## config.mk

```make
export PLATFORM = sky130hd
export DESIGN_NAME = radix16_booth_mult_flat
export DESIGN_NICKNAME = d
export VERILOG_FILES = /design/src/rtl/radix16_booth_pkg.sv /design/src/rtl/radix16_booth_mult_if.sv /design/src/rtl/booth_pp_gen.sv /design/src/rtl/radix16_booth_mult.sv /design/src/flat_wrapper.sv
export SDC_FILE = /design/constraint.sdc
export NUM_CORES = 1
export LEC_CHECK = 0
export ABC_AREA = 1
export CORE_UTILIZATION = 40
export DETAILED_ROUTE_END_ITERATION = 8
export SLEW_MARGIN = 20
export SYNTH_ARGS = -nofsm -noshare
export SYNTH_HDL_FRONTEND = slang
export SYNTH_SLANG_ARGS = --single-unit
```

## constraint.sdc

```tcl
create_clock -name clk -period 8.75 [get_ports clk]
set_clock_uncertainty 0.05 [all_clocks]
set_input_delay 2.625 -clock clk [delete_from_list [all_inputs] [get_ports clk]]
set_output_delay 2.625 -clock clk [all_outputs]
set_load 0.05 [all_outputs]
```

## src/rtl/radix16_booth_pkg.sv

```systemverilog
// Shared constants and FSM encoding for the radix-16 Booth multiplier core.
package radix16_booth_pkg;

  localparam int unsigned DIGITS   = 8;
  localparam logic [3:0]  CNT_IDLE = 4'd8;
  localparam int unsigned PP_W     = 36;

  typedef enum logic [1:0] {
    StIdle = 2'd0,
    StRun  = 2'd1,
    StDone = 2'd2
  } state_e;

endpackage

```

## src/rtl/radix16_booth_mult_if.sv

```systemverilog
// Issue/writeback handshake plus the external radix selector path of the Booth multiplier.
interface radix16_booth_mult_if;

  logic        start;
  logic [31:0] a;
  logic [31:0] b;
  logic [3:0]  sel_count;
  logic [32:0] sel_b;
  logic        sel_sign;
  logic [3:0]  sel_mag;
  logic        busy;
  logic        done;
  logic [63:0] product;

  modport master (
    output start, a, b, sel_sign, sel_mag,
    input  sel_count, sel_b, busy, done, product
  );

  modport slave (
    input  start, a, b, sel_sign, sel_mag,
    output sel_count, sel_b, busy, done, product
  );

endinterface

```

## src/rtl/booth_pp_gen.sv

```systemverilog
// Partial product generator: +/- mag*A for a Booth digit magnitude 0..8, sign-extended to 36 bits.
module booth_pp_gen
  import radix16_booth_pkg::*;
(
  input  logic [31:0]     a,
  input  logic [3:0]      mag,
  input  logic            sign,
  output logic [PP_W-1:0] pp
);

  logic [PP_W-1:0] a1, a2, a3, a4, a5, a7, a8;
  logic [PP_W-1:0] mult;

  assign a1 = {{(PP_W-32){a[31]}}, a};
  assign a2 = a1 << 1;
  assign a4 = a1 << 2;
  assign a8 = a1 << 3;
  assign a3 = a2 + a1;
  assign a5 = a4 + a1;
  assign a7 = a8 - a1;

  always_comb begin
    mult = '0;
    case (mag)
      4'd1:    mult = a1;
      4'd2:    mult = a2;
      4'd3:    mult = a3;
      4'd4:    mult = a4;
      4'd5:    mult = a5;
      4'd6:    mult = a3 << 1;
      4'd7:    mult = a7;
      4'd8:    mult = a8;
      default: mult = '0;  // out-of-range magnitudes contribute nothing
    endcase
    // Negating zero yields zero, so a signed zero digit adds nothing.
    pp = sign ? -mult : mult;
  end

endmodule

```

## src/rtl/radix16_booth_mult.sv

```systemverilog
// Iterative signed 32x32->64 radix-16 Booth multiplier; one digit accumulated per RUN cycle.
// Define RADIX16_EARLY_TERM_EN to finish as soon as the remaining multiplier digits are all zero.
module radix16_booth_mult
  import radix16_booth_pkg::*;
#(
  parameter int unsigned Width  = 32,
  parameter int unsigned Digits = DIGITS
) (
  input  logic                 clk,
  input  logic                 reset,
  radix16_booth_mult_if.slave  bus
);

  state_e            state_q, state_d;
  logic [3:0]        cnt_q, cnt_d;
  logic [Width-1:0]  a_q, a_d, b_q, b_d;
  logic [63:0]       acc_q, acc_d, prod_q, prod_d;
  logic [PP_W-1:0]   pp;
  logic [63:0]       pp_shifted;
  logic              last_digit;

  booth_pp_gen u_pp_gen (
    .a    (a_q),
    .mag  (bus.sel_mag),
    .sign (bus.sel_sign),
    .pp   (pp)
  );

  assign pp_shifted = {{(64-PP_W){pp[PP_W-1]}}, pp} << {cnt_q, 2'b00};

`ifdef RADIX16_EARLY_TERM_EN
  // Uniform bits above the current window mean every remaining digit recodes to zero.
  logic [32:0] upper;
  assign upper      = $signed(bus.sel_b) >>> {cnt_q + 4'd1, 2'b00};
  assign last_digit = (cnt_q == 4'(Digits - 1)) || (upper == '0) || (upper == '1);
`else
  assign last_digit = (cnt_q == 4'(Digits - 1));
`endif

  always_comb begin
    state_d = state_q;
    cnt_d   = cnt_q;
    a_d     = a_q;
    b_d     = b_q;
    acc_d   = acc_q;
    prod_d  = prod_q;
    unique case (state_q)
      StIdle: begin
        if (bus.start) begin
          state_d = StRun;
          a_d     = bus.a;
          b_d     = bus.b;
          acc_d   = '0;
          cnt_d   = '0;
        end
      end
      StRun: begin
        acc_d = acc_q + pp_shifted;
        cnt_d = cnt_q + 4'd1;
        if (last_digit) begin
          state_d = StDone;
          prod_d  = acc_d;  // product is valid in the same cycle done is raised
        end
      end
      StDone:  state_d = StIdle;
      default: state_d = StIdle;
    endcase
  end

  always_ff @(posedge clk) begin
    if (reset) begin
      state_q <= StIdle;
      cnt_q   <= '0;
      a_q     <= '0;
      b_q     <= '0;
      acc_q   <= '0;
      prod_q  <= '0;
    end else begin
      state_q <= state_d;
      cnt_q   <= cnt_d;
      a_q     <= a_d;
      b_q     <= b_d;
      acc_q   <= acc_d;
      prod_q  <= prod_d;
    end
  end

  assign bus.busy      = (state_q == StRun);
  assign bus.done      = (state_q == StDone);
  assign bus.sel_count = (state_q == StRun) ? cnt_q : CNT_IDLE;
  assign bus.sel_b     = {b_q, 1'b0};
  assign bus.product   = prod_q;

endmodule

```

## src/flat_wrapper.sv

```systemverilog
// flat-port wrapper written by rule: the top's interface ports become plain ports
module radix16_booth_mult_flat import radix16_booth_pkg::*;
#(
  parameter int unsigned Width  = 32,
  parameter int unsigned Digits = DIGITS
)
  (clk, reset, bus_start, bus_a, bus_b, bus_sel_sign, bus_sel_mag, bus_sel_count, bus_sel_b, bus_busy, bus_done, bus_product);
  radix16_booth_mult_if bus_i ();
  input  logic clk;
  input  logic reset;
  input wire logic [$bits(bus_i.start)-1:0] bus_start;
  input wire logic [$bits(bus_i.a)-1:0] bus_a;
  input wire logic [$bits(bus_i.b)-1:0] bus_b;
  input wire logic [$bits(bus_i.sel_sign)-1:0] bus_sel_sign;
  input wire logic [$bits(bus_i.sel_mag)-1:0] bus_sel_mag;
  output wire logic [$bits(bus_i.sel_count)-1:0] bus_sel_count;
  output wire logic [$bits(bus_i.sel_b)-1:0] bus_sel_b;
  output wire logic [$bits(bus_i.busy)-1:0] bus_busy;
  output wire logic [$bits(bus_i.done)-1:0] bus_done;
  output wire logic [$bits(bus_i.product)-1:0] bus_product;
  assign bus_i.start = bus_start;
  assign bus_i.a = bus_a;
  assign bus_i.b = bus_b;
  assign bus_i.sel_sign = bus_sel_sign;
  assign bus_i.sel_mag = bus_sel_mag;
  assign bus_sel_count = bus_i.sel_count;
  assign bus_sel_b = bus_i.sel_b;
  assign bus_busy = bus_i.busy;
  assign bus_done = bus_i.done;
  assign bus_product = bus_i.product;
  radix16_booth_mult #(.Width(Width), .Digits(Digits)) u_core (.clk(clk), .reset(reset), .bus(bus_i));
endmodule
```

==> results.md <==
- Post-synth top area cell: nand2_1
- Chip width: around 240 um
- Crit. End Element: flop
- Met1 usage: 47.6%
- GPL Wtd Cong: 1.01
- Final worst path period share: approximately 93%
- HP Class: reg2reg
- Slowest cell on the critical path: clkdlybuf4s50_1
- Die Y: between 200 and 250 um
- Post-synth EDFFs: 0
- Syn Area/Cell: 5.54 um2
- Clock sinks: 198
- Register bit total from synthesis: 198
- IO buf count: 173
- Final setup viols: 0
- Fill count: 6262
- I/O pins: 175
- Share of cells above drive strength 1: 6.32%
- Final Hold Viols: 0
- Most common cell after layout, fill and taps aside: nand2_1
- Total GRT Usage: between 30% and 40%
- Most frequent cells in the layout: nand2_1 (1309), inv_1 (562), nor2_1 (408)
- Initial antenna violation count: 3
- Placed wire-length estimate: 76000 um
- Status: finished clean
- CP Data Arrival Time: about 8.5 ns
- Overall power: between 4 and 5 mW
- Final nets: 4512
- DRC Markers: 0
- GRT met2 Usage: between 40% and 50%
- F_max: ~120 MHz
- Via count: 26700
- Starting Density: ~40%
- Share of the synthesized area in the top cell type: 21.9%
- ANT nets after route: 0
- Worst Setup Slack, final: between 0.5 and 0.6 ns
- Area grow syn2layout: 18.1%
- H-tree depth: 4
- Core area: 55300 um2
- Rel. slew slack: 27.0%
- CTS tree: yes
- Final min period: 8.16 ns
- Vias per inst: 5.30
- Clk_lat worst skew: 0.51 ns
- Wirelength per Cell: 18.5 um
- Max incr delay on CP: between 0.5 and 0.6 ns
- Storage element area: about 4000 um2
- VDD IR-drop max: ~160 uV
- Vias in the first global route: approximately 24000
- DRT iter0 DRCs: 2640
- Worst-path clk slew: approximately 0.080 ns
- Crit Path Max Fanout: 12
- Synth Warn #: 0
- Async SR Flop Fraction: 0%
- DR pass1 iterations: 6
- Rows: 86
- Max_cap viols: 0
- Total Wirelength: 93300 um
- Final slew viol count: 0
- Largest net degree at the start of global routing: 83
- WP data required: 9.04 ns
- Startpoint Class: input pin
- Cts hold-fix bufs: 0
- Worst-margin pin slew: 1.09 ns
- PD cells: 155 nW/um2
- Family with the most delay on the worst path: simple AND/OR/NAND/NOR gates
- First-pass GRT wire length: between 100000 and 150000 um
- Root buf cell: clkbuf_16
- Sequential element share of the synthesized area: approximately 18%
- Crit Path Category: in2reg
- Total die area: 57100 um2
- CTS Buf Count: 17
- Multi-input gate area: 15900 um2
- Top Usage Layer GRT: met1
- Post-Syn Nets: 4287
- Total grt overflow: 0
- Main area contributors after synthesis: nand2_1 (22%), dfxtp_1 (18%), inv_1 (9.4%), ha_1 (8.9%), nand3_1 (8.1%)
- Synth cell types: 55
- Met3 Resource Use GR: 9.82%
- Maximum buffer depth of the clock tree: 2
- Worst path bufs/invs: 7
- Worst slack at placement: ~0.09 ns
- Lkg Pwr: 13.5 nW
- Syn Std Cell Area: 22400 um2
- Syn Inst Count: 4053
- Post-synth top flop: dfxtp_1
- CP dominant cell by count: nand2_1
## worst register-to-register path: cells and delay by family (launching register included)
kind,cells,cell delay (ns)
buffers and inverters,5,0.47
adders and majority gates,3,1.16
AOI/OAI and AO/OA,8,1.45
and+or+nand+nor,22,3.42
DFF,1,0.65
## layout make-up
class	instances	share of cell area (%)
Sequential cell	198	15.0
Multi-Input combinational cell	3157	59.8
Antenna cell	1	0.00944
Inverter	573	8.12
Timing Repair Buffer	331	11.2
Clock buffer	17	1.61
Clock inverter	15	0.779
Tap cell	748	3.53
## layer usage
layer / routed length (um) / vias up
met5: 37 / -
met4: 1710 / 6
met3: 9800 / 106
met2: 36900 / 1045
met1: 44800 / 12000
li1: - / 13600
## logic make-up (layout without fill, tap and decap cells)
| logic type | count (synthesis) | in the layout | share of synthesized area, % |
|---|---|---|---|
| other | 1 | 2 | 0.0167 |
| multiplexers | 3 | 3 | 0.134 |
| buffers and inverters | 698 | 936 | 12.0 |
| adder cells (fa/ha/maj) | 162 | 162 | 9.13 |
| AND/OR/NAND/NOR | 2246 | 2246 | 41.5 |
| XOR/XNOR | 81 | 81 | 3.19 |
| flip-flops | 198 | 198 | 17.7 |
| AO/OA/AOI/OAI | 664 | 664 | 16.4 |
## metrics by stage
| stage | instance area (um2) | cells | hold WS [ns] | utilization, % | TNS [ns] |
|---|---|---|---|---|---|
| global placement | 25800 | 5006 | 0.402 | 46.7 | 0 |
| global route | 26500 | 5039 | 0.425 | 47.9 | -0.00643 |
| floorplan | 22400 | 4053 | 0.395 | - | 0 |
| finish | 26500 | 5040 | 0.413 | 47.9 | 0 |
| CTS | 26500 | 5038 | 0.417 | 47.8 | 0 |
| detailed placement | 25800 | 5006 | 0.404 | 46.7 | 0 |
## timing repair
action                     in CTS  in global routing
buffers inserted                0                  1
setup endpoints to repair       0                 10
gates resized for setup         0                  9
## sequential cells by signal, summed over array words and instances, names as in the netlist
signal and count:
u_core.b_q 32, u_core.state_q 2, u_core.a_q 32, u_core.acc_q 64, u_core.cnt_q 4, u_core.bus.product 64
## Yosys cell counts (21+ instances only)
cell type and count:
nand3_1 363, buf_2 24, or2_2 21, o21ai_0 158
nor3_1 30, clkbuf_1 81, xnor2_1 26, xor2_1 54
nand2_1 1310, a21oi_1 338, o21ai_1 21, ha_1 159
dfxtp_1 198, o22ai_1 24, nand3b_1 26, nor2_1 416
inv_1 564, a31oi_1 37, nand4_1 41
## where the power goes
group / switching, mW / leakage [nW] / internal, mW
registers: 0.0780 / 1.62 / 0.961
logic: 1.43 / 11.6 / 0.759
clock network: 0.475 / 0.305 / 0.399
total: 1.98 / 13.5 / 2.12
## worst paths after layout
check,endpoint,slack (ns),from,depth (start not counted)
worst max-delay path,u_core.bus.product[48]$_SDFFE_PP0P_,0.59,bus_sel_mag[1],34
worst min-delay path,u_core.bus.product[46]$_SDFFE_PP0P_,0.41,u_core.bus.product[46]$_SDFFE_PP0P_,2
worst max register to register,u_core.bus.product[48]$_SDFFE_PP0P_,1.40,u_core.a_q[2]$_SDFFE_PP0P_,38
worst min register to register,u_core.bus.product[46]$_SDFFE_PP0P_,0.41,u_core.bus.product[46]$_SDFFE_PP0P_,2
Power figures use the tool's default switching activity.
